--- src/rtl/phased_burst_generator_pkg.sv ---
// Shared sizing constants and FSM encoding for the phased burst generator.
package phased_burst_generator_pkg;
  localparam int NUM_CH   = 37;
  localparam int TONE_DIV = 600;
  localparam int DELAY_W  = 10;
  localparam int CYCLES_W = 8;
  localparam int ADDR_W   = 6;
  localparam int PHASE_W  = $clog2(TONE_DIV);

  localparam logic [PHASE_W-1:0] PHASE_LAST = PHASE_W'(TONE_DIV - 1);
  localparam logic [PHASE_W-1:0] PHASE_HALF = PHASE_W'(TONE_DIV / 2);
  // Tick counter parks one past the largest delay so no channel can re-arm.
  localparam logic [DELAY_W:0]   T_SAT      = {1'b1, {DELAY_W{1'b0}}};

  typedef enum logic [1:0] {
    ST_IDLE = 2'd0,
    ST_RUN  = 2'd1,
    ST_DONE = 2'd2
  } state_e;
endpackage

--- src/rtl/phased_burst_generator_if.sv ---
// Control/status bundle between the sequencer (master) and the generator (slave).
interface phased_burst_generator_if;
  import phased_burst_generator_pkg::*;

  // No ready/valid pairs: delay_wr_en, start and stop are single-cycle strobes
  // sampled on every clk24 edge; done is a single-cycle pulse, busy a level.
  logic                delay_wr_en;
  logic [ADDR_W-1:0]   delay_wr_addr;
  logic [DELAY_W-1:0]  delay_wr_data;
  logic                start;
  logic                stop;
  logic [CYCLES_W-1:0] burst_cycles;
  logic                busy;
  logic                done;
  logic [NUM_CH-1:0]   speakers;
  state_e              dbg_state;

  modport master (
    output delay_wr_en, delay_wr_addr, delay_wr_data, start, stop, burst_cycles,
    input  busy, done, speakers, dbg_state
  );

  modport slave (
    input  delay_wr_en, delay_wr_addr, delay_wr_data, start, stop, burst_cycles,
    output busy, done, speakers, dbg_state
  );
endinterface

--- src/rtl/phased_burst_generator_channel.sv ---
// One speaker channel: arms when the shared tick count hits its delay, then
// plays burst_cycles square-wave periods and reports completion.
module phased_burst_generator_channel
  import phased_burst_generator_pkg::*;
(
  input  logic                clk,
  input  logic                rst,
  input  logic                run_i,
  input  logic                clear_i,
  input  logic [DELAY_W:0]    t_i,
  input  logic [DELAY_W-1:0]  delay_i,
  input  logic [CYCLES_W-1:0] cycles_i,
  output logic                out_o,
  output logic                fin_next_o
);
  logic                armed_q, armed_d;
  logic                fin_q, fin_d;
  logic                out_q, out_d;
  logic [PHASE_W-1:0]  phase_q, phase_d;
  logic [CYCLES_W-1:0] period_q, period_d;

  always_comb begin
    armed_d  = armed_q;
    fin_d    = fin_q;
    out_d    = out_q;
    phase_d  = phase_q;
    period_d = period_q;
    if (clear_i) begin
      armed_d  = 1'b0;
      fin_d    = 1'b0;
      out_d    = 1'b0;
      phase_d  = '0;
      period_d = '0;
    end else if (run_i) begin
      if (!armed_q) begin
        if (t_i == {1'b0, delay_i}) begin
          armed_d = 1'b1;
          out_d   = 1'b1;
        end
      end else if (!fin_q) begin
        if (phase_q == PHASE_LAST) begin
          phase_d = '0;
          if (period_q == cycles_i - CYCLES_W'(1)) begin
            fin_d = 1'b1;
            out_d = 1'b0;
          end else begin
            period_d = period_q + CYCLES_W'(1);
            out_d    = 1'b1;
          end
        end else begin
          phase_d = phase_q + PHASE_W'(1);
          out_d   = (phase_d < PHASE_HALF);
        end
      end
    end
  end

  always_ff @(posedge clk or posedge rst) begin
    if (rst) begin
      armed_q  <= 1'b0;
      fin_q    <= 1'b0;
      out_q    <= 1'b0;
      phase_q  <= '0;
      period_q <= '0;
    end else begin
      armed_q  <= armed_d;
      fin_q    <= fin_d;
      out_q    <= out_d;
      phase_q  <= phase_d;
      period_q <= period_d;
    end
  end

  assign out_o      = out_q;
  // Next-state view lets the FSM leave RUN on the same edge the last channel ends.
  assign fin_next_o = fin_d;
endmodule

--- src/rtl/phased_burst_generator.sv ---
// Beam-steered burst generator: delay table, shared tick counter, burst FSM
// and one channel instance per speaker pin.
module phased_burst_generator
  import phased_burst_generator_pkg::*;
(
  input logic clk24,
  input logic reset,
  phased_burst_generator_if.slave bus
);
  state_e              state_q, state_d;
  logic [DELAY_W-1:0]  delay_q [NUM_CH];
  logic [DELAY_W:0]    t_q, t_d;
  logic [CYCLES_W-1:0] cyc_q, cyc_d;
  logic [NUM_CH-1:0]   spk;
  logic [NUM_CH-1:0]   fin_next;
  logic                run;
  logic                clear;

  // Table only changes in IDLE, so it is frozen for the whole burst.
  always_ff @(posedge clk24 or posedge reset) begin
    if (reset) begin
      for (int i = 0; i < NUM_CH; i++) delay_q[i] <= '0;
    end else if (bus.delay_wr_en && (state_q == ST_IDLE) &&
                 (bus.delay_wr_addr < ADDR_W'(NUM_CH))) begin
      delay_q[bus.delay_wr_addr] <= bus.delay_wr_data;
    end
  end

  always_comb begin
    state_d = state_q;
    t_d     = t_q;
    cyc_d   = cyc_q;
    case (state_q)
      ST_IDLE: begin
        if (bus.start && !bus.stop) begin
          if (bus.burst_cycles != '0) begin
            state_d = ST_RUN;
            cyc_d   = bus.burst_cycles;
            t_d     = '0;
          end else begin
            state_d = ST_DONE;
          end
        end
      end
      ST_RUN: begin
        if (t_q != T_SAT) t_d = t_q + (DELAY_W+1)'(1);
        if (bus.stop || (&fin_next)) state_d = ST_DONE;
      end
      ST_DONE: begin
        state_d = ST_IDLE;
        t_d     = '0;
      end
      default: state_d = ST_IDLE;
    endcase
  end

  always_ff @(posedge clk24 or posedge reset) begin
    if (reset) begin
      state_q <= ST_IDLE;
      t_q     <= '0;
      cyc_q   <= '0;
    end else begin
      state_q <= state_d;
      t_q     <= t_d;
      cyc_q   <= cyc_d;
    end
  end

  assign run   = (state_q == ST_RUN);
  assign clear = !run || bus.stop;

  for (genvar i = 0; i < NUM_CH; i++) begin : g_ch
    phased_burst_generator_channel u_ch (
      .clk        (clk24),
      .rst        (reset),
      .run_i      (run),
      .clear_i    (clear),
      .t_i        (t_q),
      .delay_i    (delay_q[i]),
      .cycles_i   (cyc_q),
      .out_o      (spk[i]),
      .fin_next_o (fin_next[i])
    );
  end

  assign bus.speakers  = spk;
  assign bus.busy      = run;
  assign bus.done      = (state_q == ST_DONE);
  assign bus.dbg_state = state_q;
endmodule
--- src/flat_wrapper.sv ---
// flat-port wrapper written by rule: the top's interface ports become plain ports
module phased_burst_generator_flat import phased_burst_generator_pkg::*;
  (clk24, reset, bus_delay_wr_en, bus_delay_wr_addr, bus_delay_wr_data, bus_start, bus_stop, bus_burst_cycles, bus_busy, bus_done, bus_speakers, bus_dbg_state);
  phased_burst_generator_if bus_i ();
  input logic clk24;
  input logic reset;
  input wire logic [$bits(bus_i.delay_wr_en)-1:0] bus_delay_wr_en;
  input wire logic [$bits(bus_i.delay_wr_addr)-1:0] bus_delay_wr_addr;
  input wire logic [$bits(bus_i.delay_wr_data)-1:0] bus_delay_wr_data;
  input wire logic [$bits(bus_i.start)-1:0] bus_start;
  input wire logic [$bits(bus_i.stop)-1:0] bus_stop;
  input wire logic [$bits(bus_i.burst_cycles)-1:0] bus_burst_cycles;
  output wire logic [$bits(bus_i.busy)-1:0] bus_busy;
  output wire logic [$bits(bus_i.done)-1:0] bus_done;
  output wire logic [$bits(bus_i.speakers)-1:0] bus_speakers;
  output wire logic [$bits(bus_i.dbg_state)-1:0] bus_dbg_state;
  assign bus_i.delay_wr_en = bus_delay_wr_en;
  assign bus_i.delay_wr_addr = bus_delay_wr_addr;
  assign bus_i.delay_wr_data = bus_delay_wr_data;
  assign bus_i.start = bus_start;
  assign bus_i.stop = bus_stop;
  assign bus_i.burst_cycles = bus_burst_cycles;
  assign bus_busy = bus_i.busy;
  assign bus_done = bus_i.done;
  assign bus_speakers = bus_i.speakers;
  assign bus_dbg_state = bus_i.dbg_state;
  phased_burst_generator u_core (.clk24(clk24), .reset(reset), .bus(bus_i));
endmodule
--- config.mk ---
export PLATFORM = sky130hd
export DESIGN_NAME = phased_burst_generator_flat
export DESIGN_NICKNAME = d
export VERILOG_FILES = /design/src/rtl/phased_burst_generator_pkg.sv /design/src/rtl/phased_burst_generator_if.sv /design/src/rtl/phased_burst_generator_channel.sv /design/src/rtl/phased_burst_generator.sv /design/src/flat_wrapper.sv
export SDC_FILE = /design/constraint.sdc
export NUM_CORES = 2
export LEC_CHECK = 0
export ABC_AREA = 1
export ABC_CLOCK_PERIOD_IN_PS = 36100
export CORE_UTILIZATION = 45
export CTS_BUF_LIST = sky130_fd_sc_hd__clkbuf_16
export DETAILED_ROUTE_END_ITERATION = 16
export DONT_BUFFER_PORTS = 1
export PLACE_DENSITY = 0.63
export SYNTH_ARGS = -nofsm -noshare
export SYNTH_HDL_FRONTEND = slang
export SYNTH_SLANG_ARGS = --single-unit
--- constraint.sdc ---
create_clock -name clk24 -period 36.1 [get_ports clk24]
set_input_delay 0 -clock clk24 [delete_from_list [all_inputs] [get_ports clk24]]
set_output_delay 0 -clock clk24 [all_outputs]
set_load 0.02 [all_outputs]
# After elaboration in Yosys (flattened, before gate mapping)
# Index checks and enable logic that the tools add are counted.
# op_classes
add_sub_neg	76
order_cmp	40
eq_ne	229
n_mux	1047
bitwise_logic	1
n_reduce_logical	238
# ops
operator	n
two-way mux 10 bit	186
two-way mux 8 bit	222
two-way mux 1 bit	629
== test 11 x 10 -> 1 bit	37
adder 10 x 1 -> 10 bit (second input constant)	37
bitwise mux 370 bit	1
== test 10 bit (second input constant)	37
less-than comparator 10 x 9 -> 1 bit (second input constant)	37
adder 8 x 1 -> 8 bit (second input constant)	37
== test 8 bit	37
AND reduction 3 bit	75
AND reduction 5 bit	37
nonzero test 2 bit	75
!= test 2 x 1 -> 1 bit (second input constant)	74
nonzero test 3 bit	38
!= test 3 x 2 -> 1 bit (second input constant)	37
demux 10 bit (select 6 bit)	1
AND reduction 37 bit	1
two-way mux 11 bit	3
one-hot mux 11 bit (3 select lines)	1
adder 11 x 1 -> 11 bit (second input constant)	1
!= test 11 bit (second input constant)	1
!= test 2 bit (second input constant)	4
nonzero test 8 bit	1
other kinds (15)	22
# totals
reg_bits	1168
in_bits	29
out_inout_bits	41
word_cells	1856

# Longest topological paths before layout
# depth
depth_word	12
mapped_depth	24
mapped_depth_nobuf	20

# By module
# A second synthesis with hierarchy kept.
# hier_totals
cells_unflattened	13754
hier_area_um2	90130.2
# by_module_without_submodules
mod	n_inst	cells_per_inst	area_each_um2
phased_burst_generator_channel (u_core.g_ch[0].u_ch ...)	28	324	2011.9
phased_burst_generator	1	1841	16231.8
phased_burst_generator_channel (u_core.g_ch[36].u_ch ...)	7	325	1975.6
phased_burst_generator_channel (u_core.g_ch[19].u_ch)	1	282	1909.3
phased_burst_generator_channel (u_core.g_ch[9].u_ch)	1	284	1825.5

# Worst setup path before layout
# OpenSTA, ideal clock, no wires.
# synth_timing
path_kind	register to register
startpoint	reg u_core.cyc_q[0]
endpoint	reg u_core.state_q[0], in the netlist u_core.bus.dbg_state[0]
setup_ns	0.127
t_arrival_ns	2.806
slack_ns	33.168
stages_incl_launch_ff	25
path_buffers	5
period_less_slack_ns	2.932
path_cell_list	dfrtp_1 inv_2 buf_2 buf_1 ha_1 buf_2 inv_1 nand2_1 nand2_1 buf_2 buf_6 nand2_1 nand3_1 nor2_1 nand2_1 nor2_1 nand3_1 nand2_1 nand2_1 nor2_1 nand2_1 nor2_1 nand3_1 nand2_1 nand2_1
# synth_via
elab_chain_cells	12
word_cells_on_any_way	264
cone_classes	add/sub: 1; eq/ne: 38; mux: 222; reduce/logical: 3
# synth_lines
element	line	rtl
start: declaration	phased_burst_generator.sv:13	logic [CYCLES_W-1:0] cyc_q, cyc_d;
start signal: assignment	phased_burst_generator.sv:65	cyc_q <= cyc_d;
subtractor 8 x 1 -> 8 bit (*)	phased_burst_generator_channel.sv:43	if (period_q == cycles_i - CYCLES_W'(1)) begin
== test 8 bit	phased_burst_generator_channel.sv:43	
two-way mux 1 bit	phased_burst_generator_channel.sv:43	
two-way mux 1 bit	phased_burst_generator_channel.sv:41	if (phase_q == PHASE_LAST) begin
two-way mux 1 bit	phased_burst_generator_channel.sv:40	end else if (!fin_q) begin
two-way mux 1 bit	phased_burst_generator_channel.sv:35	if (!armed_q) begin
two-way mux 1 bit	phased_burst_generator_channel.sv:34	end else if (run_i) begin
two-way mux 1 bit	phased_burst_generator_channel.sv:28	if (clear_i) begin
AND reduction 37 bit (*)	phased_burst_generator.sv:47	if (bus.stop || (&fin_next)) state_d = ST_DONE;
logical OR 1 bit (*)	phased_burst_generator.sv:47	
!= test 2 bit (no line) (*)	--	
AND reduction 2 bit (no line) (*)	--	
end signal: assignment	phased_burst_generator.sv:63	state_q <= state_d;
end: declaration	phased_burst_generator.sv:10	state_e state_q, state_d;
# Every way passes the cells marked *; elsewhere a longest branch is shown, timed or not.
# A chain may end at the register's enable or synchronous reset.

# Worst setup path after layout
# layout_timing
startpoint	reg u_core.state_q[1], in the netlist u_core.bus.dbg_state[1]
endpoint	reg u_core.state_q[1], in the netlist u_core.bus.dbg_state[1]
# layout_via
elab_chain_cells	8
word_cells_on_any_way	84
cone_classes	eq/ne: 3; mux: 75; reduce/logical: 6
# layout_lines
element	line	rtl
== test 2 x 1 -> 1 bit (*)	phased_burst_generator.sv:69	assign run = (state_q == ST_RUN);
logical NOT 1 bit	phased_burst_generator.sv:70	assign clear = !run || bus.stop;
logical OR 1 bit	phased_burst_generator.sv:70	
two-way mux 1 bit (*)	phased_burst_generator_channel.sv:28	
via u_core.g_ch[12].u_ch.fin_next_o	phased_burst_generator_channel.sv:14	output logic fin_next_o
AND reduction 37 bit (*)	phased_burst_generator.sv:47	
logical OR 1 bit (*)	phased_burst_generator.sv:47	
!= test 2 bit (no line) (*)	--	
AND reduction 2 bit (no line) (*)	--	
# Mark *: on every way through the listed nets, which the timed path passes. The rest lies on a longest branch.

==> impl_metrics.ini <==
[die]
pin_count = 70
die_h_um = 382
die_x_um = 382
start_util_pct = 45.3
die_area_mm2 = 0.146
core.rowCount = 139
core_area_mm2 = 0.143

[power]
comb_power_share_pct = 24.0
clkPwrFrac_pct = 36.4
power_density_mw_per_mm2 = 51.1
leakage_nw = 31.1
ir_drop_mv = 0.0467
fin_total_pwr_mw = 3.64
p_seq_share_pct = 39.6
switching_share_pct = 35.3
p_int_mw = 2.35
p_sw_mw = 1.29

[synthesis]
yosysMostFrequentCell = nand2_1
synth-compound-area-share_pct = 13.7
synth_edf_count = 0
ys_async_sr_fraction_pct = 100
syn-instance-count = 8315
synth_cell_types = 67
syn-num-nets = 8421
synth_top_cell_by_area = dfrtp_1
ys_warn_count = 0
synth-main-ff-cell = dfrtp_1
synthXorXnorAreaFrac_pct = 7.02
yosys.area_share.adder_pct = 1.48
synthMuxAreaShare_pct = 0.262
synth_top_family_by_area = simple AND/OR/NAND/NOR gates
netlist_top_cells_area = dfrtp_1 45%, nand2_1 10%, o21ai_0 6.2%
synth_area_per_cell_um2 = 7.82
synth_top_area_share_pct = 45.0
synth_common_cells = 1741 x nand2_1, 1168 x dfrtp_1, 997 x inv_1
ys_seq_area_share_pct = 45.0
syn-cell-area_mm2 = 0.0650
ys_seq_elements = 1168
synthSimpleGateAreaFrac_pct = 24.4

[cts]
cts_resized = 0
cts_tree = yes
insertion_delay_ps = 790
cts_buffer_depth = 3
clkTransAtPathRegs_ps = 60
cts_inserted_buffers = 136
htreeDepth = 4
cts-root-buf = clkbuf_16
cts_sinks = 1168

[place]
portBuffers = 0
gp_congestion = 0.914
dp_hpwl_um = 124000

[sta]
fin_crit_ps = 4520
hold_viol = 0
tns_ps = 0
tightest_slew_ps = 1280
fmax_ghz = 0.221
rsz0062_at_grt = false
final-setup-viol-count = 0
relSlewSlack_pct = 14.3
final-max-slew-violation-count = 0
finalCritPeriodShare_pct = 12.5
fin_worst_skew_ps = 35.9

[final_layout]
n_fill_cell = 13800
final_layout_size_suffix_gt1_share_pct = 4.55
fin_util_pct = 49.6
nNetsFinal = 8350
area_growth_syn_to_layout_pct = 9.54

[critical_path]
startpoint_type = register
crit_start = u_core.bus.dbg_state[1]
cp-end-kind = register
crit_type = reg2reg
worst_ep_arrival_time_ps = 5170
rr_startpoint = u_core.bus.dbg_state[1]
cp_data_required_time_ps = 36750
crit_fanout = 63

[route]
wl_um = 190000
route.antenna.remaining_nets = 0
drtIter0Drc = 5222
viasPerCell = 5.59
drt_pass1_iterations = 8
wl_per_cell_um = 18.6
drc = 0
vias = 57300

[global_routing]
grt_antenna_before_repair = 3
grt_max_degree = 160
grt_pass1_wl_um = 301000
grt_pass1_vias = 54500
grt-ovfl-total = 0
grt_use_total_pct = 25.9

[flow_run]
cap_violations = 0

[outcome]
status = finished, final reports clean

[hold_path]
worstHoldPathType = in2reg
hold_start = bus_delay_wr_en
critical path, stage by stage (launching register included):
cell and delay (ps):
dfrtp_1 610, inv_1 230, nand2_2 150, nor2_4 70
inv_8 300, buf_4 540, buf_4 570, nor3_1 160
nand3_1 120, nand2_1 220, nand2_1 150, nor2_1 50
nand2_1 110, nor2_1 50, nand3_1 270, a21oi_1 100
dlygate4sd3_1 580
worst paths after layout:
kind | end | slack [ps] | cells past startpoint
max in group asynchronous | u_core.g_ch[14].u_ch.phase_q[2] | 32370 | 7
min in group asynchronous | u_core.delay_q[352] | 530 | 4
hold reg to reg | u_core.delay_q[133] | 500 | 2
hold / removal | u_core.delay_q[23] | 50 | 5
setup / recovery | u_core.bus.dbg_state[1] | 31580 | 16
setup reg to reg | u_core.bus.dbg_state[1] | 31580 | 16
layer usage:
metal / GRT usage, % / vias to the layer above / part of all wire, %
li1: - / 27500 / -
met1: 35.2 / 27500 / 44
met4: 8.87 / 2 / 3.2
met2: 41.6 / 1871 / 46
met3: 4.27 / 380 / 6.9
met5: 0 / - / 0.0074
area by class of cell:
type                            count  area [um2]  share of cell area, %
Antenna cell                        1        2.50                0.00351
Clock buffer                      140        3500                   4.92
Clock inverter                     99         693                  0.974
Inverter                         1016        3830                   5.38
Multi-Input combinational cell   5802       30500                   42.8
Sequential cell                  1168       29200                   41.1
Tap cell                         1903        2380                   3.34
Timing Repair Buffer              120        1080                   1.51
state kept, by name (all words and copies together), names as in the netlist:
register                   count
u_core.bus.dbg_state           2
u_core.cyc_q                   8
u_core.delay_q               370
u_core.g_ch.u_ch.armed_q      37
u_core.g_ch.u_ch.fin_q        37
u_core.g_ch.u_ch.out_o        37
u_core.g_ch.u_ch.period_q    296
u_core.g_ch.u_ch.phase_q     370
u_core.t_q                    11
through the flow:
| stage | cell area, um2 | setup slack, ps | hold WS, ps | std cells |
|---|---|---|---|---|
| final | 71200 | 31580 | 51.4 | 10200 |
| after global routing | 71200 | 31380 | 33.6 | 10200 |
| after CTS | 71200 | 31730 | 2.59 | 10200 |
| after detailed placement | 66500 | 31850 | 114 | 9961 |
| after global placement | 66500 | 31880 | 110 | 9961 |
| after floorplan | 65000 | 3200 | 118 | 8315 |
what timing repair did:
item,4_1_cts,5_1_grt
hold buffers,48,0
hold endpoints to repair,631,0
setup buffers,0,0
layout by cell type, fill, tap and decap left out, types with 16 or more instances in the layout:
cell type	n
nand2_1	1738
dfrtp_1	1162
inv_1	1025
o21ai_0	801
nor2_1	652
nand3_1	511
xor2_1	439
o22ai_1	288
nor3_1	270
a21oi_1	260
nand4_1	209
clkbuf_16	140
nor4_1	96
xnor2_1	82
ha_1	76
buf_4	69
dlygate4sd3_1	47
or2_2	37
clkinv_1	34
a211oi_1	30
nor3b_1	27
o21a_1	25
a2111oi_0	22
clkinv_2	21
o2111ai_1	17
nand3b_1	16
cells by family after synthesis:
logic type / after synthesis
XOR/XNOR: 521
AO/OA/AOI/OAI: 1563
buffers and inverters: 1345
AND/OR/NAND/NOR: 3625
multiplexers: 16
flip-flops: 1168
adder cells (fa/ha/maj): 77
power by group through the flow:
stage,Clock (mW),Sequential [mW],Combinational [mW]
after floorplan,0,1.44,0.554
after global routing,1.40,1.45,0.949
after detailed placement,0,1.46,0.851
after global placement,0,1.46,0.841
after CTS,1.35,1.44,0.860
final,1.33,1.44,0.872
(Power assumes the default switching activity.)
